==> src/rtl/bcd_count_ctrl_pkg.sv <==
// -----------------------------------------------------------------------------
// bcd_ctrl_pkg
// Shared types and constants for the BCD count controller:
//   - state_e : controller FSM states (IDLE, RUN, DONE)
//   - OP_*    : command opcodes carried on cmd_op
//   - BCD_W / BCD_MAX : width and maximum value of one BCD digit
//   - bcd_all_valid() : returns 1 when every nibble of a packed vector is <= 9
// Optional feature macro used elsewhere in this slice: BCD_CTRL_DOWN_EN.
// -----------------------------------------------------------------------------
package bcd_ctrl_pkg;

  localparam int         BCD_W      = 4;
  localparam logic [3:0] BCD_MAX    = 4'd9;
  localparam int         MAX_DIGITS = 8;

  typedef enum logic [1:0] {
    IDLE = 2'b00,
    RUN  = 2'b01,
    DONE = 2'b10
  } state_e;

  localparam logic [1:0] OP_CLEAR = 2'b00;
  localparam logic [1:0] OP_LOAD  = 2'b01;
  localparam logic [1:0] OP_START = 2'b10;
  localparam logic [1:0] OP_STOP  = 2'b11;

  // Operands narrower than MAX_DIGITS are zero-extended by the caller;
  // zero nibbles are legal BCD, so the padding never flags an error.
  function automatic logic bcd_all_valid(input logic [BCD_W*MAX_DIGITS-1:0] v);
    logic ok;
    ok = 1'b1;
    for (int i = 0; i < MAX_DIGITS; i++) begin
      if (v[i*BCD_W +: BCD_W] > BCD_MAX) ok = 1'b0;
    end
    return ok;
  endfunction

endpackage

==> src/rtl/bcd_count_ctrl_if.sv <==
// -----------------------------------------------------------------------------
// bcd_count_ctrl_if
// Command channel of the BCD count controller (valid/ready handshake).
//   cmd_valid : command present (master -> slave)
//   cmd_ready : controller can accept a command (slave -> master)
//   cmd_op    : 00 CLEAR, 01 LOAD, 10 START, 11 STOP
//   cmd_data  : packed BCD operand, digit 0 in [3:0]
// -----------------------------------------------------------------------------
interface bcd_count_ctrl_if #(
  parameter int DIGITS = 4
);

  logic                  cmd_valid;
  logic                  cmd_ready;
  logic [1:0]            cmd_op;
  logic [4*DIGITS-1:0]   cmd_data;

  modport master (
    output cmd_valid,
    output cmd_op,
    output cmd_data,
    input  cmd_ready
  );

  modport slave (
    input  cmd_valid,
    input  cmd_op,
    input  cmd_data,
    output cmd_ready
  );

endinterface

==> src/rtl/bcd_count_ctrl_digit.sv <==
// -----------------------------------------------------------------------------
// bcd_digit
// One BCD digit (0..9) of the cascaded counter.
//   clk, rst    : clock, asynchronous active-high reset (digit -> 0)
//   en_i        : step this digit on the next edge
//   load_i      : overwrite the digit with load_val_i (has priority over en_i)
//   load_val_i  : value to load
//   dir_i       : 1 = count down (only with BCD_CTRL_DOWN_EN)
//   q_o         : current digit value
//   nxt_o       : value the digit will take on the next edge
//   carry_o     : digit at 9 (up) or at 0 (down); enables the next digit
// Optional feature macro: BCD_CTRL_DOWN_EN.
// -----------------------------------------------------------------------------
module bcd_digit
  import bcd_ctrl_pkg::*;
(
  input  logic             clk,
  input  logic             rst,
  input  logic             en_i,
  input  logic             load_i,
  input  logic [BCD_W-1:0] load_val_i,
`ifdef BCD_CTRL_DOWN_EN
  input  logic             dir_i,
`endif
  output logic [BCD_W-1:0] q_o,
  output logic [BCD_W-1:0] nxt_o,
  output logic             carry_o
);

  logic [BCD_W-1:0] q_q;
  logic [BCD_W-1:0] q_d;
  logic [BCD_W-1:0] step;

  always_comb begin
    step    = '0;
    carry_o = 1'b0;
`ifdef BCD_CTRL_DOWN_EN
    if (dir_i) begin
      step    = (q_q == '0) ? BCD_MAX : q_q - 4'd1;
      carry_o = (q_q == '0);
    end else begin
      step    = (q_q == BCD_MAX) ? '0 : q_q + 4'd1;
      carry_o = (q_q == BCD_MAX);
    end
`else
    step    = (q_q == BCD_MAX) ? '0 : q_q + 4'd1;
    carry_o = (q_q == BCD_MAX);
`endif
    q_d = q_q;
    if (load_i)    q_d = load_val_i;
    else if (en_i) q_d = step;
  end

  always_ff @(posedge clk or posedge rst) begin
    if (rst) q_q <= '0;
    else     q_q <= q_d;
  end

  assign q_o   = q_q;
  assign nxt_o = q_d;

endmodule

==> src/rtl/bcd_count_ctrl.sv <==
// -----------------------------------------------------------------------------
// bcd_count_ctrl
// Command-driven controller for a DIGITS-wide cascaded BCD counter.
//   clk, rst  : clock, asynchronous active-high reset
//   cmd       : command channel (bcd_count_ctrl_if.slave)
//   tick_i    : single-cycle count-enable pulse, honoured only in RUN
//   dir_i     : 1 = count down (only with BCD_CTRL_DOWN_EN)
//   count_o   : packed BCD count, digit 0 in [3:0]
//   running_o : high in RUN
//   done_o    : one-cycle pulse after the tick that reaches the terminal value
//   err_o     : sticky illegal-operand flag, cleared by CLEAR
// Optional feature macro: BCD_CTRL_DOWN_EN (adds dir_i and down counting).
// -----------------------------------------------------------------------------
module bcd_count_ctrl
  import bcd_ctrl_pkg::*;
#(
  parameter int DIGITS = 4
) (
  input  logic                clk,
  input  logic                rst,
  bcd_count_ctrl_if.slave     cmd,
  input  logic                tick_i,
`ifdef BCD_CTRL_DOWN_EN
  input  logic                dir_i,
`endif
  output logic [4*DIGITS-1:0] count_o,
  output logic                running_o,
  output logic                done_o,
  output logic                err_o
);

  localparam int W = BCD_W * DIGITS;

  state_e         state_q, state_d;
  logic [W-1:0]   term_q, term_d;
  logic           err_q, err_d;

  logic                        cmd_acc;
  logic                        cmd_ok;
  logic [BCD_W*MAX_DIGITS-1:0] cmd_ext;
  logic                        cnt_en;
  logic                        dig_load;
  logic [W-1:0]                dig_load_val;
  logic [DIGITS-1:0]           dig_en;
  logic [DIGITS-1:0]           carry;
  logic [W-1:0]                cnt_q;
  logic [W-1:0]                cnt_nxt;
  logic                        unused_carry_top;

  assign cmd.cmd_ready = (state_q != DONE);
  assign cmd_acc       = cmd.cmd_valid & cmd.cmd_ready;

  always_comb begin
    cmd_ext          = '0;
    cmd_ext[W-1:0]   = cmd.cmd_data;
    cmd_ok           = bcd_all_valid(cmd_ext);
  end

  // An accepted command takes the cycle; a coincident tick is dropped.
  assign cnt_en = tick_i & (state_q == RUN) & ~cmd_acc;

  // Carry chain: a digit steps when every lower digit is at its wrap value.
  assign dig_en[0] = cnt_en;
  for (genvar i = 1; i < DIGITS; i++) begin : g_chain
    assign dig_en[i] = dig_en[i-1] & carry[i-1];
  end
  assign unused_carry_top = carry[DIGITS-1];

  for (genvar i = 0; i < DIGITS; i++) begin : g_digit
    bcd_digit u_digit (
      .clk        (clk),
      .rst        (rst),
      .en_i       (dig_en[i]),
      .load_i     (dig_load),
      .load_val_i (dig_load_val[i*BCD_W +: BCD_W]),
`ifdef BCD_CTRL_DOWN_EN
      .dir_i      (dir_i),
`endif
      .q_o        (cnt_q[i*BCD_W +: BCD_W]),
      .nxt_o      (cnt_nxt[i*BCD_W +: BCD_W]),
      .carry_o    (carry[i])
    );
  end

  always_comb begin
    state_d      = state_q;
    term_d       = term_q;
    err_d        = err_q;
    dig_load     = 1'b0;
    dig_load_val = cmd.cmd_data;

    if (state_q == DONE) begin
      state_d = IDLE;
    end else if (cmd_acc) begin
      unique case (cmd.cmd_op)
        OP_CLEAR: begin
          dig_load     = 1'b1;
          dig_load_val = '0;
          err_d        = 1'b0;
          state_d      = IDLE;
        end
        OP_LOAD: begin
          if (cmd_ok) dig_load = 1'b1;
          else        err_d    = 1'b1;
        end
        OP_START: begin
          if (cmd_ok) begin
            term_d  = cmd.cmd_data;
            state_d = RUN;
          end else begin
            err_d   = 1'b1;
          end
        end
        OP_STOP: begin
          if (state_q == RUN) state_d = IDLE;
        end
        default: ;
      endcase
    end else if (cnt_en && (cnt_nxt == term_q)) begin
      // Compare against the post-tick value so done lines up with the count.
      state_d = DONE;
    end
  end

  always_ff @(posedge clk or posedge rst) begin
    if (rst) begin
      state_q <= IDLE;
      term_q  <= '0;
      err_q   <= 1'b0;
    end else begin
      state_q <= state_d;
      term_q  <= term_d;
      err_q   <= err_d;
    end
  end

  assign count_o   = cnt_q;
  assign running_o = (state_q == RUN);
  assign done_o    = (state_q == DONE);
  assign err_o     = err_q;

endmodule

==> src/flat_wrapper.sv <==
// flat-port wrapper written by rule: the top's interface ports become plain ports
module bcd_count_ctrl_flat import bcd_ctrl_pkg::*;
#(
  parameter int DIGITS = 4
)
  (clk, rst, tick_i, count_o, running_o, done_o, err_o, cmd_cmd_valid, cmd_cmd_op, cmd_cmd_data, cmd_cmd_ready);
  bcd_count_ctrl_if #(.DIGITS(DIGITS)) cmd_i ();
  input  logic clk;
  input  logic rst;
  input  logic tick_i;
  output logic [4*DIGITS-1:0] count_o;
  output logic running_o;
  output logic done_o;
  output logic err_o;
  input wire logic [$bits(cmd_i.cmd_valid)-1:0] cmd_cmd_valid;
  input wire logic [$bits(cmd_i.cmd_op)-1:0] cmd_cmd_op;
  input wire logic [$bits(cmd_i.cmd_data)-1:0] cmd_cmd_data;
  output wire logic [$bits(cmd_i.cmd_ready)-1:0] cmd_cmd_ready;
  assign cmd_i.cmd_valid = cmd_cmd_valid;
  assign cmd_i.cmd_op = cmd_cmd_op;
  assign cmd_i.cmd_data = cmd_cmd_data;
  assign cmd_cmd_ready = cmd_i.cmd_ready;
  bcd_count_ctrl #(.DIGITS(DIGITS)) u_core (.clk(clk), .rst(rst), .cmd(cmd_i), .tick_i(tick_i), .count_o(count_o), .running_o(running_o), .done_o(done_o), .err_o(err_o));
endmodule
==> config.mk <==
export PLATFORM = sky130hd
export DESIGN_NAME = bcd_count_ctrl_flat
export DESIGN_NICKNAME = d
export VERILOG_FILES = /design/src/rtl/bcd_count_ctrl_pkg.sv /design/src/rtl/bcd_count_ctrl_if.sv /design/src/rtl/bcd_count_ctrl_digit.sv /design/src/rtl/bcd_count_ctrl.sv /design/src/flat_wrapper.sv
export SDC_FILE = /design/constraint.sdc
export NUM_CORES = 1
export LEC_CHECK = 0
export ABC_AREA = 0
export CAP_MARGIN = 20
export CORE_MARGIN = 4
export CORE_UTILIZATION = 51
export DETAILED_ROUTE_END_ITERATION = 10
export GPL_TIMING_DRIVEN = 0
export PLACE_DENSITY_LB_ADDON = 0.1
export RECOVER_POWER = 50
export SLEW_MARGIN = 20
export SYNTH_ARGS = -nofsm -noshare
export SYNTH_HDL_FRONTEND = slang
export SYNTH_SLANG_ARGS = --single-unit
==> constraint.sdc <==
create_clock -name clk -period 3.6 [get_ports clk]
set_clock_uncertainty 0.05 [all_clocks]
set_input_delay 0.72 -clock clk [delete_from_list [all_inputs] [get_ports clk]]
set_output_delay 0.72 -clock clk [all_outputs]
set_load 0.03 [all_outputs]
Word level (Yosys, flattened, before mapping)
Index checks and enable logic that the tools add are counted.
{"block": "word_totals", "reg_bits": 35, "latch_bits": 0, "mem_bits_rw": 0, "mem_bits_ro": 0, "in_bits": 22, "out_inout_bits": 20, "memories": 0}
{"block": "op_classes", "add_sub_neg": 4, "multipliers": 0, "div": 0, "magnitude_cmp": 4, "eq_ne": 15, "shifts": 0, "n_mux": 31, "n_bitwise": 8, "n_reduce_logical": 8}
{"op": "2-to-1 mux 16 bit", "count": 3}
{"op": "2-to-1 mux 4 bit", "count": 12}
{"op": "adder 4 x 1 -> 4 bit (second input constant)", "count": 4}
{"op": "== test 16 bit", "count": 1}
{"op": "== test 4 bit (second input constant)", "count": 4}
{"op": "greater-than comparator 4 bit (second input constant)", "count": 4}
{"op": "AND reduction 4 bit", "count": 3}
{"op": "2-to-1 mux 2 bit", "count": 5}
{"op": "2-to-1 mux 1 bit", "count": 8}
{"op": "!= test 4 bit (second input constant)", "count": 2}
{"op": "AND 1 bit", "count": 6}
{"op": "== test 2 bit (second input constant)", "count": 3}
{"op": "one-hot mux 2 bit (3 select lines)", "count": 1}
{"op": "!= test 5 bit (second input constant)", "count": 1}
{"op": "== test 2 x 1 -> 1 bit (second input constant)", "count": 2}
{"op": "!= test 2 bit (second input constant)", "count": 2}
{"op": "one-hot mux 1 bit (2 select lines)", "count": 2}
{"op": "nonzero test 3 bit", "count": 1}
{"op": "zero test 2 bit", "count": 1}
{"op": "NOT 1 bit", "count": 2}
{"op": "nonzero test 2 bit", "count": 1}
{"op": "OR reduction 2 bit", "count": 1}
{"op": "logical AND 1 bit", "count": 1}

Depth between registers and ports, before layout
{"block": "logic_depth", "depth_word": 15, "mapped_depth": 13}

Modules after synthesis
Synthesis repeated with hierarchy kept, for this count alone.
{"block": "unflattened", "hier_cells": 215, "area_unflattened_um2": 2182.1}
{"mod": "bcd_count_ctrl", "n_inst": 1, "cells_per_inst": 115, "area_each_um2": 1276.2, "seq_area_each_um2": 475.5}
{"mod": "bcd_digit", "n_inst": 4, "cells_per_inst": 25, "area_each_um2": 226.5, "seq_area_each_um2": 100.1}

Worst setup path after synthesis
No wires, ideal clock.
{"block": "synth_timing", "path_kind": "reg-to-reg", "startpoint": "reg u_core.state_q[0]", "endpoint": "reg u_core.state_q[1]", "setup_time_ns": 0.066, "arrival_time_ns": 2.781, "required_ns": 3.484, "path_slack_ns": 0.703, "path_stages_with_launch": 13, "period_less_slack_ns": 2.897, "cell_sequence": "dfrtp_1 > inv_1 > ha_1 > or2b_2 > buf_6 > o2111ai_1 > a222oi_1 > o221a_2 > o311ai_1 > nor4_1 > nand4_1 > nor4_1 > o2bb2a_1"}
{"block": "synth_via", "word_cells_on_any_way": 31}
{"element": "from (decl)", "line": "bcd_count_ctrl.sv:34", "source": "state_e state_q, state_d;"}
{"element": "from (signal assigned)", "line": "bcd_count_ctrl.sv:131", "source": "state_q <= state_d;"}
{"element": "== test 2 bit *"}
{"element": "net done_o", "line": "flat_wrapper.sv:13", "source": "output logic done_o;"}
{"element": "2-to-1 mux 16 bit or 2-to-1 mux 1 bit (tied branches)", "line": "bcd_count_ctrl.sv:92", "source": "if (state_q == DONE) begin"}
{"element": "2-to-1 mux 4 bit", "line": "bcd_count_ctrl_digit.sv:50", "source": "if (load_i) q_d = load_val_i;"}
{"element": "== test 16 bit", "line": "bcd_count_ctrl.sv:119", "source": "end else if (cnt_en && (cnt_nxt == term_q)) begin"}
{"element": "logical AND 1 bit", "line": "bcd_count_ctrl.sv:119"}
{"element": "nonzero test 3 bit (no line)"}
{"element": "AND reduction 4 bit (no line)"}
Mark *: on every way through the listed nets, which the timed path passes. The rest lies on a longest branch.
A chain may end at the register's enable or synchronous reset.

Worst setup path in the final report
{"block": "layout_timing", "startpoint": "in cmd_cmd_data[9]", "endpoint": "reg u_core.state_q[1]"}
{"block": "layout_via", "elab_chain_len": 12, "word_cells_on_any_way": 19}
{"element": "from (decl)", "line": "flat_wrapper.sv:17", "source": "input wire logic [$bits(cmd_i.cmd_data)-1:0] cmd_cmd_data;"}
{"element": "greater-than comparator 4 bit", "line": "bcd_count_ctrl_pkg.sv:33", "source": "if (v[i*BCD_W +: BCD_W] > BCD_MAX) ok = 1'b0;"}
{"element": "2-to-1 mux 1 bit (2 in series)", "line": "bcd_count_ctrl_pkg.sv:33"}
{"element": "2-to-1 mux 1 bit", "line": "bcd_count_ctrl.sv:103", "source": "if (cmd_ok) dig_load = 1'b1;"}
{"element": "one-hot mux 1 bit (2 select lines)", "line": "bcd_count_ctrl.sv:95", "source": "unique case (cmd.cmd_op)"}
{"element": "2-to-1 mux 1 bit", "line": "bcd_count_ctrl.sv:94", "source": "end else if (cmd_acc) begin"}
{"element": "2-to-1 mux 1 bit", "line": "bcd_count_ctrl.sv:92"}
{"element": "2-to-1 mux 4 bit", "line": "bcd_count_ctrl_digit.sv:50"}
{"element": "== test 16 bit", "line": "bcd_count_ctrl.sv:119"}
{"element": "logical AND 1 bit", "line": "bcd_count_ctrl.sv:119"}
{"element": "nonzero test 3 bit (no line)"}
{"element": "AND reduction 4 bit (no line) *"}
Mark *: on every way between the ends. The rest lies on a longest branch, timed or not.

==> impl_metrics.py <==
metrics = {
    "global_routing": {
        "number_of_antenna_violations_at_the_first_check_in_global_routing": 0,
        "grt.total_usage_pct": 22.6,
        "pin_count_of_the_biggest_net_entering_global_routing": 36,
        "grt_use_met2_pct": 35.6,
        "global_route_wire_length_before_repair_um": 9630,
        "globalRouteMet3Util_pct": 4.35,
        "global_route.peak_usage_layer": "met2",
        "grt_pass1_vias": 2028,
        "grt.overflow.total": 0,
        "globalRouteMet1Util_pct": 31.0,
    },
    "worst_hold_path": {
        "worst_hold_path_type": "flip-flop to flip-flop",
        "min_path_cells": 1,
        "hold_path_startpoint": "u_core.err_o",
        "hold_path_end": "u_core.err_o",
    },
    "layout": {
        "areaGrowthSynthToFinish_pct": 28.0,
        "final_nets": 338,
        "fillCellCount": 372,
        "antenna_cells": 0,
        "final_area_mm2": 0.00301,
        "final-instance-count-excl-fill": 363,
        "final_layout_size_suffix_gt1_share_pct": 13.8,
    },
    "clock_tree": {
        "clk_root_buffer_cell": "sky130_fd_sc_hd__clkbuf_8",
        "ctsHoldBuffers": 0,
        "clock_tree.buffer_depth": 2,
        "clock_latency_ps": 300,
        "cts_tree": "built",
        "cts-htree-levels": 2,
        "cts.sinks": 35,
        "worst_setup_hold_path_clk_slew_ps": 80,
        "cts_made_buffers": 5,
    },
    "yosys": {
        "post_synth_edffs": 0,
        "ys_async_sr_fraction_pct": 100,
        "synthesis.yosys.warnings": 0,
        "synth_top_flop_cell": "sky130_fd_sc_hd__dfrtp_1",
        "synth_cell_type_count": 54,
        "ys_ff_latch": 35,
        "syn-cell-area_mm2": 0.00235,
        "synthCells": 260,
        "synth.avg_cell_area_um2": 9.03,
        "syn_nets": 288,
        "synth-seq-area-share_pct": 37.3,
    },
    "sta": {
        "hold_viol": 0,
        "setup-violations-final": 0,
        "slew-limit-headroom_pct": 9.38,
        "grt_setup_unrepaired": "false",
        "setup_slack_ps": 147,
        "min_period_ps": 3450,
        "highest_achievable_clock_rate_mhz": 290,
        "fin_crit_sh_pct": 95.9,
        "max_slew.worst_pin.slew_ps": 1360,
        "max_slew_vio_count": 0,
        "finalSetupTns_ps": 0,
    },
    "job": {
        "max_cap_viol_count": 0,
    },
    "floorplan": {
        "core_area_mm2": 0.00441,
        "floorplan.initialDensity_pct": 53.2,
        "floorplan.die.width_um": 75.8,
        "num_rows": 24,
        "die_area_mm2": 0.00575,
        "floorplan.die.height_um": 75.8,
        "top_level_ports": 42,
    },
    "routing": {
        "finalWirelength_um": 6140,
        "detail_route.vias_per_cell": 5.99,
        "post-route-drc-count": 0,
        "detailedRoute.firstIterationViolations": 179,
        "num_vias": 2173,
        "drt.antenna.violating_nets": 0,
        "drtPass1Iterations": 5,
        "wl_per_instance_um": 16.9,
    },
    "worst_setup_path": {
        "rrSetupSlack_ps": 430,
        "reg2reg_from": "u_core.state_q[0]",
        "worstRegToRegCells": 13,
        "critPathArrivalTime_ps": 3640,
        "critPathRequiredTime_ps": 3780,
        "path_max_fanout": 10,
        "critical_path.reg2reg.endpoint": "u_core.state_q[1]",
        "critical_path.endpoint_type": "flip-flop",
        "critical_path.startpoint_type": "primary input",
        "criticalPathCategory": "primary input to flip-flop",
    },
    "power": {
        "cellPowerDensity_mw_per_mm2": 559,
        "vdd_drop_max_v": 0.000259,
        "cellLeakagePower_nw": 1.25,
    },
    "place": {
        "gp_routability_congestion": 0.889,
        "dpl.cell_count": 353,
        "dp_hpwl_um": 4510,
        "place.port_buffers": 41,
        "placement.cell_area_mm2": 0.00282,
        "preCtsSetupSlack_ps": -919,
    },
    "status": {
        "run_status": "finished clean",
    },
}
[per-layer routing]
metal | routed length (µm) | part of all wire, %
met3 | 416 | 6.8
met1 | 2770 | 45
met2 | 2830 | 46
met4 | 125 | 2.0
met5 | 0 | 0
[registers in the layout (all words and copies together) (netlist names)]
register                    cells
u_core.g_digit.u_digit.q_o     16
u_core.term_q                  16
u_core.state_q                  2
u_core.err_o                    1
[layout by cell type (no fill, tap or decap), types with 5 or more instances in the layout]
cell type,n
sky130_fd_sc_hd__nand4_1,8
sky130_fd_sc_hd__mux2i_1,5
sky130_fd_sc_hd__o21ai_0,21
sky130_fd_sc_hd__nor2b_1,7
sky130_fd_sc_hd__dfrtp_1,35
sky130_fd_sc_hd__nor2_1,14
sky130_fd_sc_hd__a21oi_1,10
sky130_fd_sc_hd__nand3b_1,5
sky130_fd_sc_hd__xnor2_1,9
sky130_fd_sc_hd__mux2_2,14
sky130_fd_sc_hd__nand2_1,24
sky130_fd_sc_hd__nand3_1,6
sky130_fd_sc_hd__clkdlybuf4s50_1,32
sky130_fd_sc_hd__ha_1,6
sky130_fd_sc_hd__inv_1,16
sky130_fd_sc_hd__dlygate4sd3_1,9
sky130_fd_sc_hd__and2_1,5
sky130_fd_sc_hd__clkbuf_8,5
sky130_fd_sc_hd__nor3_1,8
[cell usage after synthesis, drive strengths merged, types with 3 or more instances]
library cell  count  share of area [%]
a21oi            10                2.1
a2bb2oi           3                1.1
and2              5                1.3
and4              3                1.1
buf               5                1.3
clkbuf            4               0.69
dfrtp            35                 37
ha                6                3.2
inv              16                2.6
mux2             14                6.7
mux2i             5                2.1
nand2            24                3.8
nand3             6                1.3
nand3b            5                1.6
nand4             8                2.1
nor2             14                2.2
nor2b             7                1.9
nor3              9                1.9
nor4              5                2.0
o21ai            25                5.3
o31ai             3               0.96
or2               3               0.80
xnor2             9                3.4
xor2              4                1.5
[cell type report]
type                       count  area (µm²)  share of cell area (%)
multi-input combinational    200        1390                    46.4
sequential                    35         876                    29.1
clock buffer                   5        68.8                    2.29
tap                           52        65.1                    2.16
timing repair buffer          43         425                    14.2
clock inverter                 3        67.6                    2.25
inverter                      16        60.1                    2.00
buffer                         9        48.8                    1.62
[how the worst max path moves through the flow]
stage                       from                 to  slack, ps
2_1_floorplan  u_core.state_q[0]  u_core.state_q[1]        700
3_3_place_gp     cmd_cmd_data[6]  u_core.state_q[1]       -960
3_5_place_dp     cmd_cmd_data[6]  u_core.state_q[1]       -920
4_1_cts            cmd_cmd_op[0]  u_core.state_q[1]         40
5_1_grt          cmd_cmd_data[6]  u_core.state_q[1]         30
6_report         cmd_cmd_data[9]  u_core.state_q[1]        150
[worst max-delay path, cell delays in order]
cell                              delay (ps)
sky130_fd_sc_hd__clkdlybuf4s50_1         450
sky130_fd_sc_hd__o21ai_1                 290
sky130_fd_sc_hd__nand4_1                 140
sky130_fd_sc_hd__buf_4                   180
sky130_fd_sc_hd__o21ai_2                 230
sky130_fd_sc_hd__buf_2                   270
sky130_fd_sc_hd__nand3b_1                140
sky130_fd_sc_hd__and3_1                  210
sky130_fd_sc_hd__nor3_1                  240
sky130_fd_sc_hd__nand4_1                 190
sky130_fd_sc_hd__nor4_4                  370
sky130_fd_sc_hd__o2bb2a_1                200
[timing repair]
action                                  in CTS  in global routing
pin swaps                                    1                  0
buffers inserted                             2                  0
endpoints found under the setup margin       2                  2
gates resized for setup                      4                  6
[per-stage QoR]
step / total power, W / util (%) / hold slack (ps)
after global placement: 0.00123 / 63.9 / 442
after detailed placement: 0.00123 / 63.9 / 442
after floorplan: 0.00101 / - / 438
after CTS: 0.00168 / 67.9 / 459
after global routing: 0.00177 / 68.1 / 471
final: 0.00168 / 68.1 / 447
[cell families (layout without fill, tap and decap cells)]
group           after synthesis  after routing  share of synthesized area, %
compound gates               60             60                          16.6
mux                          19             19                          8.85
buf+inv                      25             76                          4.58
flops                        35             35                          37.3
fa+ha+maj                     6              6                          3.20
xor+xnor                     13             13                          4.85
simple gates                102            102                          24.6
[report_power, final]
part	total (W)	switching [W]	internal, W
sequential	0.000588	0.000102	0.000486
clock	0.000439	0.000163	0.000276
combinational	0.000652	0.000363	0.000289
(Power assumes the default switching activity.)
==> RTL edit: new RTL, config.mk and constraints unchanged <==
Encoding of `state_e`: now one-hot (3 bits for 3 states).
--- a/src/rtl/bcd_count_ctrl_pkg.sv
+++ b/src/rtl/bcd_count_ctrl_pkg.sv
@@ -13,10 +13,10 @@
   localparam logic [3:0] BCD_MAX    = 4'd9;
   localparam int         MAX_DIGITS = 8;
 
-  typedef enum logic [1:0] {
-    IDLE = 2'b00,
-    RUN  = 2'b01,
-    DONE = 2'b10
+  typedef enum logic [2:0] {
+    IDLE = 3'b001,
+    RUN  = 3'b010,
+    DONE = 3'b100
   } state_e;
 
   localparam logic [1:0] OP_CLEAR = 2'b00;
Function: same outputs for any inputs over 4 cycles, from zero or initial values and one cycle with rst high; so few cycles prove little.
==> RTL edit against the original RTL <==
Power down 6.7%; setup slack better by 0.0018 ns; synthesized area up 0.32%; sequential cell count up 1; utilization up 0.085 points; final area up 0.13%; routed wire length down 2.6%; clock power down 32%.
==> RTL edit: results (changes against the original RTL) <==
HP Start u_core.state_q[2]; GRT Overall Usage 20.87% (-1.7 points); Starting DRT DRC Count 214 (+20%); met3 Track Usage GR 4.028% (-0.33 points); cell depth of the worst flop-to-flop path 10 (-3); RR Endpoint u_core.state_q[0]; R2R setup slack 0.34 ns (-0.09 ns); Placer Congestion 0.8416 (-5.3%); r2r startpoint u_core.g_digit[1].u_digit.q_o[2]; mux cell area share after synthesis 7.120% (-1.7 points); Comb. pwr 665 uW (+2%); Max stage delay on crit path 0.53 ns (+0.08 ns); Worst-path clk slew 0.07 ns; Yosys cell types 60 (+11%); Post-Layout Cell Count 353 (-2.8%); worst vdd ir 0.3420 mV (+32%); register area share after synthesis 38.31% (+1.0 points); wl on met1 2750 um (-0.87%); WHS 0.4615 ns (+0.01402 ns); status completed; CP max FO 8 (-2); GR Util met2 31.76% (-3.8 points); Clock Power Share 19.0% (-7.2 points); Port Buffers 40 (-2.4%); Synth Area in Adders 2.657% (-0.54 points); Syn Nets 277 (-3.8%); pre-CTS setup slack -0.6389 ns (+0.2805 ns); crit path launch tick_i; xor and xnor fraction of the mapped netlist area 4.835% (-0.015 points); NumNets Final 327 (-3.3%); met3 wire length 421 um (+1.2%); Leak Pwr 1.236 nW (-1.2%); post-synthesis compound-gate area fraction 18.17% (+1.6 points); P_int 958.7 uW (-8.8%); Worst slew margin 9.177% (-0.20 points); vias per inst 6.011 (+0.42%); hold endpoint u_core.state_q[2]; vias in the first global route 2,096 (+3.4%); Synth area leaders dfrtp_1 37%, mux2_2 6.2%, o21ai_0 3.4%; hpwl dp 4431 um (-1.7%); Critical Path AT 3.62 ns (-0.02 ns); Pre-Repair DR Iteration Count 4 (-1); largest net degree at the start of global routing 37 (+2.8%); WL/cell 16.95 um (+0.17%); GR Util met1 30.11% (-0.89 points); layout cells sized above 1 16.94% (+3.1 points); Avg Cell Area, Syn 9.419 um^2 (+4.3%); Gate power share 42.5% (+3.7 points); placed cells 342 (-3.1%); final worst-path setup slack 0.1487 ns (+0.001760 ns); Post-synth top cells 35 x dfrtp_1, 16 x o21ai_0, 14 x nand2_1; first-pass GRT wire length 9929 um (+3.1%)
## RTL edit: cell types whose count changed in the layout (fill, tap and decap cells not counted), sizes merged, moves of 3 or more
cell	before	now
inv	16	12
or3b	1	5
o21ai	25	18
o21a	2	5
nor2	14	9
nand3	6	10
nor3	9	13
nand2	24	14
mux2i	5	1
and2	5	0
clkinv	0	3
## RTL edit: worst max-delay path, delay by kind of cell
kind            cells  cell delay [ns]
simple gates        7             1.79
buf+inv             2             0.72
mux                 1             0.32
compound gates      1             0.07
## RTL edit: layout make-up
| class | instances | area (um^2) |
|---|---|---|
| plain buffers | 8 | 47.55 |
| clock buffers | 6 | 82.58 |
| clock inverters | 2 | 10.01 |
| fillers | 395 | 1405 |
| inverters | 13 | 61.31 |
| multi-input cells | 192 | 1410 |
| flip-flops and latches | 36 | 902.1 |
| well taps | 52 | 65.06 |
| repair buffers | 44 | 430.4 |
## RTL edit: repair_timing
action                                  CTS  global route
endpoints found under the setup margin    3             2
setup buffers                             1             3
pin swaps                                 1             3
gates resized for setup                   5            19
